**config.mk**
```make
export PLATFORM = sky130hd
export DESIGN_NAME = cbus_arbiter
export DESIGN_NICKNAME = d
export VERILOG_FILES = /design/src/rtl/cbus_arbiter.sv
export SDC_FILE = /design/constraint.sdc
export NUM_CORES = 1
export LEC_CHECK = 0
export CELL_PAD_IN_SITES_DETAIL_PLACEMENT = 1
export CELL_PAD_IN_SITES_GLOBAL_PLACEMENT = 1
export CORE_AREA = 2 2 216 218
export DETAILED_ROUTE_END_ITERATION = 8
export DIE_AREA = 0 0 218 220
export GPL_ROUTABILITY_DRIVEN = 0
export GPL_TIMING_DRIVEN = 0
export PLACE_DENSITY_LB_ADDON = 0.1
export SKIP_LAST_GASP = 1
export SLEW_MARGIN = 10
export SYNTH_ARGS = -nofsm -noshare
export SYNTH_HDL_FRONTEND = slang
export SYNTH_SLANG_ARGS = --single-unit
```
**constraint.sdc**
```tcl
create_clock -name clk -period 3.2 [get_ports clk]
set_input_delay 0.32 -clock clk [delete_from_list [all_inputs] [get_ports clk]]
set_output_delay 0.32 -clock clk [all_outputs]
set_load 0.1 [all_outputs]
```
**src/rtl/cbus_arbiter.sv**
```systemverilog
// Two-master (instruction/data) to single cbus arbiter with latched requests.
// Define ARB_DATA_PRIORITY_EN for fixed data priority; otherwise ties are round-robin.

package cbus_pkg;
    typedef enum logic [2:0] {
        MSIZE1 = 3'd0,
        MSIZE2 = 3'd1,
        MSIZE4 = 3'd2,
        MSIZE8 = 3'd3
    } msize_t;

    typedef enum logic [7:0] {
        MLEN1  = 8'd0,
        MLEN2  = 8'd1,
        MLEN4  = 8'd3,
        MLEN8  = 8'd7,
        MLEN16 = 8'd15
    } mlen_t;

    typedef enum logic [1:0] {
        AXI_BURST_FIXED = 2'd0,
        AXI_BURST_INCR  = 2'd1,
        AXI_BURST_WRAP  = 2'd2
    } axi_burst_type_t;

    typedef struct packed {
        logic        valid;
        logic [63:0] addr;
    } ibus_req_t;

    typedef struct packed {
        logic        addr_ok;
        logic        data_ok;
        logic [63:0] data;
    } ibus_resp_t;

    typedef struct packed {
        logic        valid;
        logic [63:0] addr;
        msize_t      size;
        logic [7:0]  strobe;
        logic [63:0] data;
    } dbus_req_t;

    typedef struct packed {
        logic        addr_ok;
        logic        data_ok;
        logic [63:0] data;
    } dbus_resp_t;

    typedef struct packed {
        logic            valid;
        logic            is_write;
        msize_t          size;
        logic [63:0]     addr;
        logic [7:0]      strobe;
        logic [63:0]     data;
        mlen_t           len;
        axi_burst_type_t burst;
    } cbus_req_t;

    typedef struct packed {
        logic        ready;
        logic        last;
        logic [63:0] data;
    } cbus_resp_t;
endpackage

module cbus_arbiter
    import cbus_pkg::*;
#(
    parameter int unsigned DATA_W = 64
) (
    input  logic       clk,
    input  logic       reset,
    input  ibus_req_t  ireq,
    output ibus_resp_t iresp,
    input  dbus_req_t  dreq,
    output dbus_resp_t dresp,
    output cbus_req_t  oreq,
    input  cbus_resp_t oresp
);

    typedef enum logic [1:0] {
        StIdle,
        StBusy,
        StDone
    } state_e;

    state_e            state_q;
    logic              owner_q;
    logic              rr_prev_q;
    cbus_req_t         req_q;
    logic [DATA_W-1:0] data_q;

    logic      grant;
    cbus_req_t req_d;

    // Round-robin memory starts at "data" so the first tie after reset goes to instruction.
    always_comb begin
`ifdef ARB_DATA_PRIORITY_EN
        grant = dreq.valid;
`else
        if (ireq.valid && dreq.valid) begin
            grant = ~rr_prev_q;
        end else begin
            grant = dreq.valid;
        end
`endif
    end

    always_comb begin
        req_d       = '0;
        req_d.valid = 1'b1;
        req_d.len   = MLEN1;
        req_d.burst = AXI_BURST_FIXED;
        if (grant) begin
            req_d.is_write = |dreq.strobe;
            req_d.size     = dreq.size;
            req_d.addr     = dreq.addr;
            req_d.strobe   = dreq.strobe;
            req_d.data     = dreq.data;
        end else begin
            req_d.is_write = 1'b0;
            req_d.size     = MSIZE4;
            req_d.addr     = ireq.addr;
            req_d.strobe   = 8'h00;
            req_d.data     = 64'h0;
        end
    end

    always_ff @(posedge clk) begin
        if (reset) begin
            state_q   <= StIdle;
            owner_q   <= 1'b0;
            rr_prev_q <= 1'b1;
            req_q     <= '0;
            data_q    <= '0;
        end else begin
            unique case (state_q)
                StIdle: begin
                    if (ireq.valid || dreq.valid) begin
                        owner_q   <= grant;
                        rr_prev_q <= grant;
                        req_q     <= req_d;
                        state_q   <= StBusy;
                    end
                end
                StBusy: begin
                    // Non-final beats are ignored; only ready+last completes.
                    if (oresp.ready && oresp.last) begin
                        data_q  <= oresp.data;
                        state_q <= StDone;
                    end
                end
                StDone: begin
                    state_q <= StIdle;
                end
                default: begin
                    state_q <= StIdle;
                end
            endcase
        end
    end

    assign oreq = (state_q == StBusy) ? req_q : '0;

    always_comb begin
        iresp = '0;
        dresp = '0;
        if (state_q == StDone) begin
            if (owner_q) begin
                dresp.addr_ok = 1'b1;
                dresp.data_ok = 1'b1;
                dresp.data    = data_q;
            end else begin
                iresp.addr_ok = 1'b1;
                iresp.data_ok = 1'b1;
                iresp.data    = data_q;
            end
        end
    end

endmodule

```
; ---- Yosys cells after proc, flatten, opt, wreduce, memory -nomap -nowiden
; Index checks and enable logic that the tools add are counted.
[word_totals]
regBits = 209
[classes]
n_eq_ne = 4
muxes = 10
bitwise = 1
reduce_logical = 8
[op_table]
columns = cell, count
row1 = 66-bit 2-to-1 mux, 4
row2 = 151-bit 2-to-1 mux, 1
row3 = 140-bit 2-to-1 mux, 1
row4 = 8-bit OR reduction, 1
row5 = 2-bit AND reduction, 3
row6 = 2-bit 2-to-1 mux, 2
row7 = "2-bit != test, second input constant", 2
row8 = 2-bit one-hot mux with 2 select lines, 1
row9 = "2-bit by 1-bit equality test with 1-bit output, second input constant", 1
row10 = "2-bit equality test, second input constant", 1
row11 = 1-bit logical AND, 2
row12 = 2-bit zero test, 1
row13 = 1-bit logical OR, 1
row14 = 1-bit 2-to-1 mux, 1
row15 = 1-bit inverter, 1

; ---- Longest topological paths before layout
; Gate-level depths: netlist of run 1.
[logic_depth]
word_depth = 3
depth_mapped = 6
depth_no_buf = 3

; ---- Worst setup path after synthesis of run 1
; Ideal clock, no wire load.
[synth_path]
kind = flip-flop to output port
startpoint = register state_q[1]
endpoint = output iresp[55] in the netlist's numbering
t_arrival_ps = 2522
required_time_ps = 2880
slack_ps = 358
path_stages_with_launch = 4
path_buffers = 1
cell_sequence = dfxtp_1 nor3b_1 clkbuf_1 and2_1
[synth_rtl]
columns = element, line
row1 = from (decl), 90  ; state_e state_q;
row2 = from (signal assigned), 134  ; state_q <= StIdle;
row3 = from (signal assigned), 146  ; state_q <= StBusy;
row4 = from (signal assigned), 153  ; state_q <= StDone;
row5 = to (decl), 77  ; output ibus_resp_t iresp,

==> summary.txt, run 1 <==
Clock buffers created by TritonCTS: 27
Global-route congestion overflow total: 0
Syn_area_per_cell: 8.48 um2
Max-slew violations: 0
Fin crit period: 3.03 ns
Die width: 218 um
Layout cells sized above 1: 23.3%
Number of H-tree branching levels: 1
DR WL/cell: 20.4 um
Core region area: 45900 um2
Crit. End Element: output pin
Synthesis Warnings: 0
Half-perimeter wire length after placement: 37800 um
Net count, final: 2009
IR Drop Worst-Case VDD: 380 uV
Critical setup path kind: flop to output pin
Cell leakage power: 6.69 nW
Sequential cell area fraction in the yosys report: 42.8%
Most common cell in the netlist: sky130_fd_sc_hd__and2_1
Reg-to-reg slack, setup: 1.33 ns
Setup crit start kind: flop
Share of the cycle needed by the critical path after routing: 94.6%
Drt total wl: 48100 um
Count of flip-flops with a built-in enable after synthesis: 0
Post-placement setup slack: -0.352 ns
Count of routing violations after the opening detailed-route iteration: 363
Antenna violations before repair: 6
Leading cell types by total area after synthesis: sky130_fd_sc_hd__dfxtp_1 43%, sky130_fd_sc_hd__and2_1 17%, sky130_fd_sc_hd__nand2_1 9.9%
Critical path peak fanout: 10
CTS Hold Buffers Added: 0
All-layer global routing usage: 19.1%
Number of failing hold endpoints at the final stage: 0
Final setup vio count: 0
Area added between synthesis and finish: 66.1%
Yosys reg bits: 209
Fraction of synthesized cell area taken by the top area cell type: 42.8%
Effective utilization at floorplan: 21.3%
Via-per-instance ratio: 4.37
Max-cap violations: 0
Area of the die: 48000 um2
RSZ-0062 raised after global routing: true
Vertical die dimension: 220 um
Outcome: finished clean
Detailed-router iteration count before antenna repair: 4
Min-Delay Path Class: input pin to flop
Data arrival at the endpoint of the critical path: 2.71 ns
Maximum buffer depth of the clock tree: 3
Cell area after synthesis: 9780 um2
Number of rows created at floorplan: 79
Port buffer count: 544
Leading cell types by count after synthesis: 269 x sky130_fd_sc_hd__and2_1, 259 x sky130_fd_sc_hd__nand2_1, 209 x sky130_fd_sc_hd__dfxtp_1
Total via count after detailed routing: 10300
Post-route antenna net violation count: 0
Dominant register cell in the synthesized netlist: sky130_fd_sc_hd__dfxtp_1
Number of global-route vias before repair: 10600
Relative max-transition margin: 28.8%
CTS clock-pin slew for the worst setup and hold paths: 0.06 ns
First-pass GRT wire length: 69000 um
Slew @ Worst Pin: 1.07 ns
Maximum number of pins on one net before global-route repair: 14
Fraction of registers with async set or reset after synthesis: 0%
# DRC: 0
Power density cells: 461 nW/um2
Fmax: 0.330 GHz
Total power: 7.50 mW
Number of distinct library cells after synthesis: 32
Setup WS post-layout: 0.174 ns
Clock tree from TritonCTS: done
CTS Sinks: 209
CP Data Required Time: 2.88 ns
Final worst clock skew: 0.0222 ns
Ports: 556
Cell type with the largest total area after synthesis: sky130_fd_sc_hd__dfxtp_1
Cells after synthesis: 1154
Buffer type at the clock tree root: sky130_fd_sc_hd__clkbuf_16
Latest clock arrival within the worst-skew pair: 0.56 ns
[stage by stage]
| step | TNS (ns) | instances | cell area, um2 | hold WS (ns) | utilization, % |
|---|---|---|---|---|---|
| 2_1_floorplan | 0 | 1163 | 9820 | 0.432 | - |
| 3_3_place_gp | -17.71 | 2314 | 16000 | 0.447 | 34.9 |
| 3_5_place_dp | -20.45 | 2314 | 16000 | 0.446 | 34.9 |
| 4_1_cts | -0.107 | 2356 | 16900 | 0.284 | 36.7 |
| 5_1_grt | -0.0485 | 2357 | 16300 | 0.308 | 35.4 |
| 6_report | 0 | 2358 | 16300 | 0.309 | 35.4 |
[layout by cell type (no fill, tap or decap), drive strengths merged, types with 2 or more instances in the layout]
cell	count
dfxtp	209
a22o	75
diode	2
and2	270
buf	189
nor4	2
clkbuf	116
nand2	259
and3	2
nor2	3
conb	10
a21bo	2
clkdlybuf4s15	115
a311oi	64
clkdlybuf4s50	271
dlygate4sd2	16
inv	2
a21oi	132
[where the power goes]
part | leakage (nW) | switching (mW) | internal (mW) | total (mW)
clock | 0.390 | 1.19 | 1.67 | 2.85
combinational | 4.59 | 1.14 | 0.641 | 1.78
sequential | 1.71 | 0.0888 | 2.77 | 2.86
total | 6.69 | 2.42 | 5.08 | 7.50
[cell families after synthesis]
family | after synthesis | share of synthesized area, %
AO/OA/AOI/OAI | 278 | 22.4
buffers and inverters | 124 | 6.61
flip-flops | 209 | 42.8
other | 1 | 0.0383
AND/OR/NAND/NOR | 542 | 28.2
[layer usage]
layer  GRT usage (%)  share of wire [%]  vias to the layer above
met5               0               0.13                        -
li1                -                  -                     5035
met1            22.0                 40                     4899
met3            6.51                8.5                       47
met2            34.0                 50                      318
met4            3.92                1.4                       10
[registers in the layout (all words and copies together) (netlist names)]
name       count
req_q        141
data_q        64
state_q        2
owner_q        1
rr_prev_q      1
[critical path, stage by stage (launching register included)]
cell                              delay [ns]
sky130_fd_sc_hd__dfxtp_1                0.44
sky130_fd_sc_hd__and3b_1                0.21
sky130_fd_sc_hd__clkbuf_2               0.31
sky130_fd_sc_hd__clkbuf_1               0.36
sky130_fd_sc_hd__and2_1                 0.26
sky130_fd_sc_hd__clkdlybuf4s15_2        0.58
[cell type report]
class	count	area, um2
buffer	123	646
inverter	1	3.75
multi-input combinational	830	4990
fill	5462	29600
tap	607	759
timing repair buffer	544	4870
clock inverter	1	8.76
sequential	209	4180
clock buffer	41	788
antenna	2	5.00
[path summary, 6_finish.rpt]
path,depth (start not counted),start,to
min reg2reg,2,data_q[1]$_SDFFE_PP0P_,data_q[1]$_SDFFE_PP0P_
max reg2reg,5,state_q[1]$_SDFFE_PP0P_,req_q[124]$_SDFFE_PP0P_
max,5,state_q[1]$_SDFFE_PP0P_,dresp[40]
min,3,oresp[29],data_q[29]$_SDFFE_PP0P_
[timing repair]
action,4_1_cts,5_1_grt
setup endpoints to repair,272,115
pin swaps,0,0
buffers inserted,0,0
resized for setup,836,212
Power figures use the tool's default switching activity.
==> run 2: changes to the inputs <==
--- a/config.mk
+++ b/config.mk
@@ -12,7 +12,7 @@
 export DIE_AREA = 0 0 218 220
 export GPL_ROUTABILITY_DRIVEN = 0
 export GPL_TIMING_DRIVEN = 0
-export PLACE_DENSITY_LB_ADDON = 0.1
+export PLACE_DENSITY_LB_ADDON = 0.05
 export SKIP_LAST_GASP = 1
 export SLEW_MARGIN = 10
 export SYNTH_ARGS = -nofsm -noshare
==> constraint.sdc (replaced) <==
create_clock -name clk -period 3.2 [get_ports clk]
set_input_delay 0.32 -clock clk [delete_from_list [all_inputs] [get_ports clk]]
set_output_delay 0.32 -clock clk [all_outputs]
set_load 0.02 [all_outputs]
==> run 2 against run 1 <==
  * First-iteration DRC count down 27%
  * Sequential share of layout area down 1.3 points
  * Sequential cell count unchanged
  * Critical path depth unchanged
  * Via count up 0.14%
  * Worst hold slack better by 0.0027 ns
  * Wire length up 0.54%
  * Core utilization up 1.9 points
  * Sequential power about the same
  * Count of clock-buffer cells in the layout down 5
  * Total power up 3.8%
  * Critical endpoint is now iresp[8]
==> summary.txt, run 2 (synthesis results as in run 1) <==
Outcome: finished clean
DR WL/cell: 20.4 um
Post-route antenna net violation count: 0
Global-route congestion overflow total: 0
Worst reg2reg startpoint: state_q[1]$_SDFFE_PP0P_
Min-Delay Path Class: input pin to flop
Net count, final: 2010
Number of cells traversed by the worst register-to-register path: 5
Setup crit start kind: flop
Count of routing violations after the opening detailed-route iteration: 265
Reg-to-reg slack, setup: 1.37 ns
IR Drop Worst-Case VDD: 311 uV
Power density cells: 455 nW/um2
Detailed-router iteration count before antenna repair: 4
CTS Hold Buffers Added: 0
Routing usage on met1: 22.4%
Latest clock arrival within the worst-skew pair: 0.56 ns
Number of rows created at floorplan: 79
Data arrival at the endpoint of the critical path: 2.69 ns
Top flop regs: req_q x141, data_q x64, state_q x2
CTS Sinks: 209
Flip-flop count of the largest register after layout: 141
Core region area: 45900 um2
Busiest layer in global routing: met2
Clock buffers created by TritonCTS: 28
CP Data Required Time: 2.88 ns
Fmax: 0.332 GHz
Leading cell type in the layout, fill and taps excluded: sky130_fd_sc_hd__clkdlybuf4s50_1
Number of H-tree branching levels: 1
Total via count after detailed routing: 10300
Share of the cycle needed by the critical path after routing: 94.2%
Half-perimeter wire length after placement: 37900 um
GR Util met2: 34.2%
End point of the critical path: iresp[8]
First-pass GRT wire length: 69600 um
Critical setup path kind: flop to output pin
Fin crit period: 3.01 ns
Critical path peak fanout: 10
Vertical die dimension: 220 um
Area added between synthesis and finish: 74.9%
Effective utilization at floorplan: 21.3%
Cell with the biggest individual delay on the critical path: sky130_fd_sc_hd__clkdlybuf4s50_1
Buffer type at the clock tree root: sky130_fd_sc_hd__clkbuf_16
Relative max-transition margin: 40.2%
Maximum number of pins on one net before global-route repair: 14
Final setup vio count: 0
Die width: 218 um
CTS clock-pin slew for the worst setup and hold paths: 0.06 ns
Setup WS post-layout: 0.186 ns
Antenna violations before repair: 8
Layout Utilization: 37.3%
Slew @ Worst Pin: 0.898 ns
Delay contributed by the slowest stage of the critical path: 0.61 ns
Post-placement setup slack: 0.119 ns
Area of the die: 48000 um2
Number of failing hold endpoints at the final stage: 0
Max-cap violations: 0
Start point of the critical path: state_q[1]$_SDFFE_PP0P_
All-layer global routing usage: 19.2%
Max-slew violations: 0
Post-route non-filler standard cell count: 2372
Layout cells sized above 1: 9.95%
Maximum buffer depth of the clock tree: 3
Biggest register: req_q
Placed instance count: 2314
Cell leakage power: 6.55 nW
Final worst clock skew: 0.00955 ns
Drt total wl: 48300 um
Capture point of the worst reg-to-reg path: req_q[64]$_SDFFE_PP0P_
Via-per-instance ratio: 4.35
Ports: 556
CP Cell Sequence: nor3b_1 -> clkbuf_4 -> clkbuf_1 -> and2_1 -> clkdlybuf4s50_1
Global Route met3 Usage: 6.21%
Commonest non-fill, non-tap cells in the layout: 535 x sky130_fd_sc_hd__clkdlybuf4s50_1, 269 x sky130_fd_sc_hd__and2_1, 259 x sky130_fd_sc_hd__nand2_1
# DRC: 0
Crit. End Element: output pin
Port buffer count: 544
Number of global-route vias before repair: 10600
Clock tree from TritonCTS: done
## run 2: cell types whose count changed in the layout (fill, tap and decap cells not counted), sizes merged, moves of 8 or more
cell and change:
buf -123, dlygate4sd2 -15, clkdlybuf4s15 -115, clkdlybuf4s50 +264, clkinv +8, clkbuf -23
## run 2: repair_timing
| action | in CTS | in global routing |
|---|---|---|
| buffers inserted | 0 | 0 |
| endpoints found under the setup margin | 195 | 37 |
| resized for setup | 6 | 16 |
| gates cloned | 0 | 0 |
## run 2: worst min-delay path by stage
stage	from	to	slack, ns	depth (start not counted)
3_3_place_gp	req_q[150]$_SDFFE_PP0P_	req_q[150]$_SDFFE_PP0P_	0.44	1
4_1_cts	oresp[49]	data_q[49]$_SDFFE_PP0P_	0.28	3
2_1_floorplan	req_q[150]$_SDFFE_PP0P_	req_q[150]$_SDFFE_PP0P_	0.43	1
6_report	oresp[6]	data_q[6]$_SDFFE_PP0P_	0.31	3
3_5_place_dp	req_q[150]$_SDFFE_PP0P_	req_q[150]$_SDFFE_PP0P_	0.45	1
5_1_grt	oresp[43]	data_q[43]$_SDFFE_PP0P_	0.31	3
## run 2: area by class of cell
cell class / count / area (um2)
diodes: 7 / 17.5
plain buffers: 123 / 657
clock buffers: 36 / 812
clock inverters: 15 / 228
fillers: 5418 / 28800
inverters: 1 / 3.75
multi-input cells: 830 / 4990
flip-flops and latches: 209 / 4180
well taps: 607 / 759
repair buffers: 544 / 5460
## run 2: power by group
| group | internal (mW) | switching (mW) | total [mW] |
|---|---|---|---|
| clock | 2.26 | 1.29 | 3.55 |
| combinational | 0.696 | 0.685 | 1.38 |
| sequential | 2.77 | 0.0844 | 2.86 |
## run 2: routing by layer
layer  vias up  share of wire (%)
met3        48                8.2
met5         -               0.11
met2       302                 50
met4         8                1.3
li1       5060                  -
met1      4905                 40
## run 2: per-stage QoR
stage | cell area, um2 | hold slack (ns) | TNS (ns) | power [mW]
CTS | 17100 | 0.281 | 0 | 7.92
floorplan | 9820 | 0.432 | 0 | 3.58
detailed placement | 16000 | 0.445 | 0 | 4.31
global route | 17100 | 0.307 | -0.00425 | 8.15
finish | 17100 | 0.311 | 0 | 7.79
global placement | 16000 | 0.439 | 0 | 4.30
## run 2: worst max-delay path: cells and delay by family, from the launching register on
family	cells	cell delay (ns)
buf+inv	3	1.23
simple gates	2	0.47
flops	1	0.43
==> run 3: changes to the inputs <==
--- a/config.mk
+++ b/config.mk
@@ -14,7 +14,6 @@
 export GPL_TIMING_DRIVEN = 0
 export PLACE_DENSITY_LB_ADDON = 0.05
 export SKIP_LAST_GASP = 1
-export SLEW_MARGIN = 10
 export SYNTH_ARGS = -nofsm -noshare
 export SYNTH_HDL_FRONTEND = slang
 export SYNTH_SLANG_ARGS = --single-unit
==> results of run 3 <==
Same layout as run 2: the final DEF is identical, and so are final timing and power.
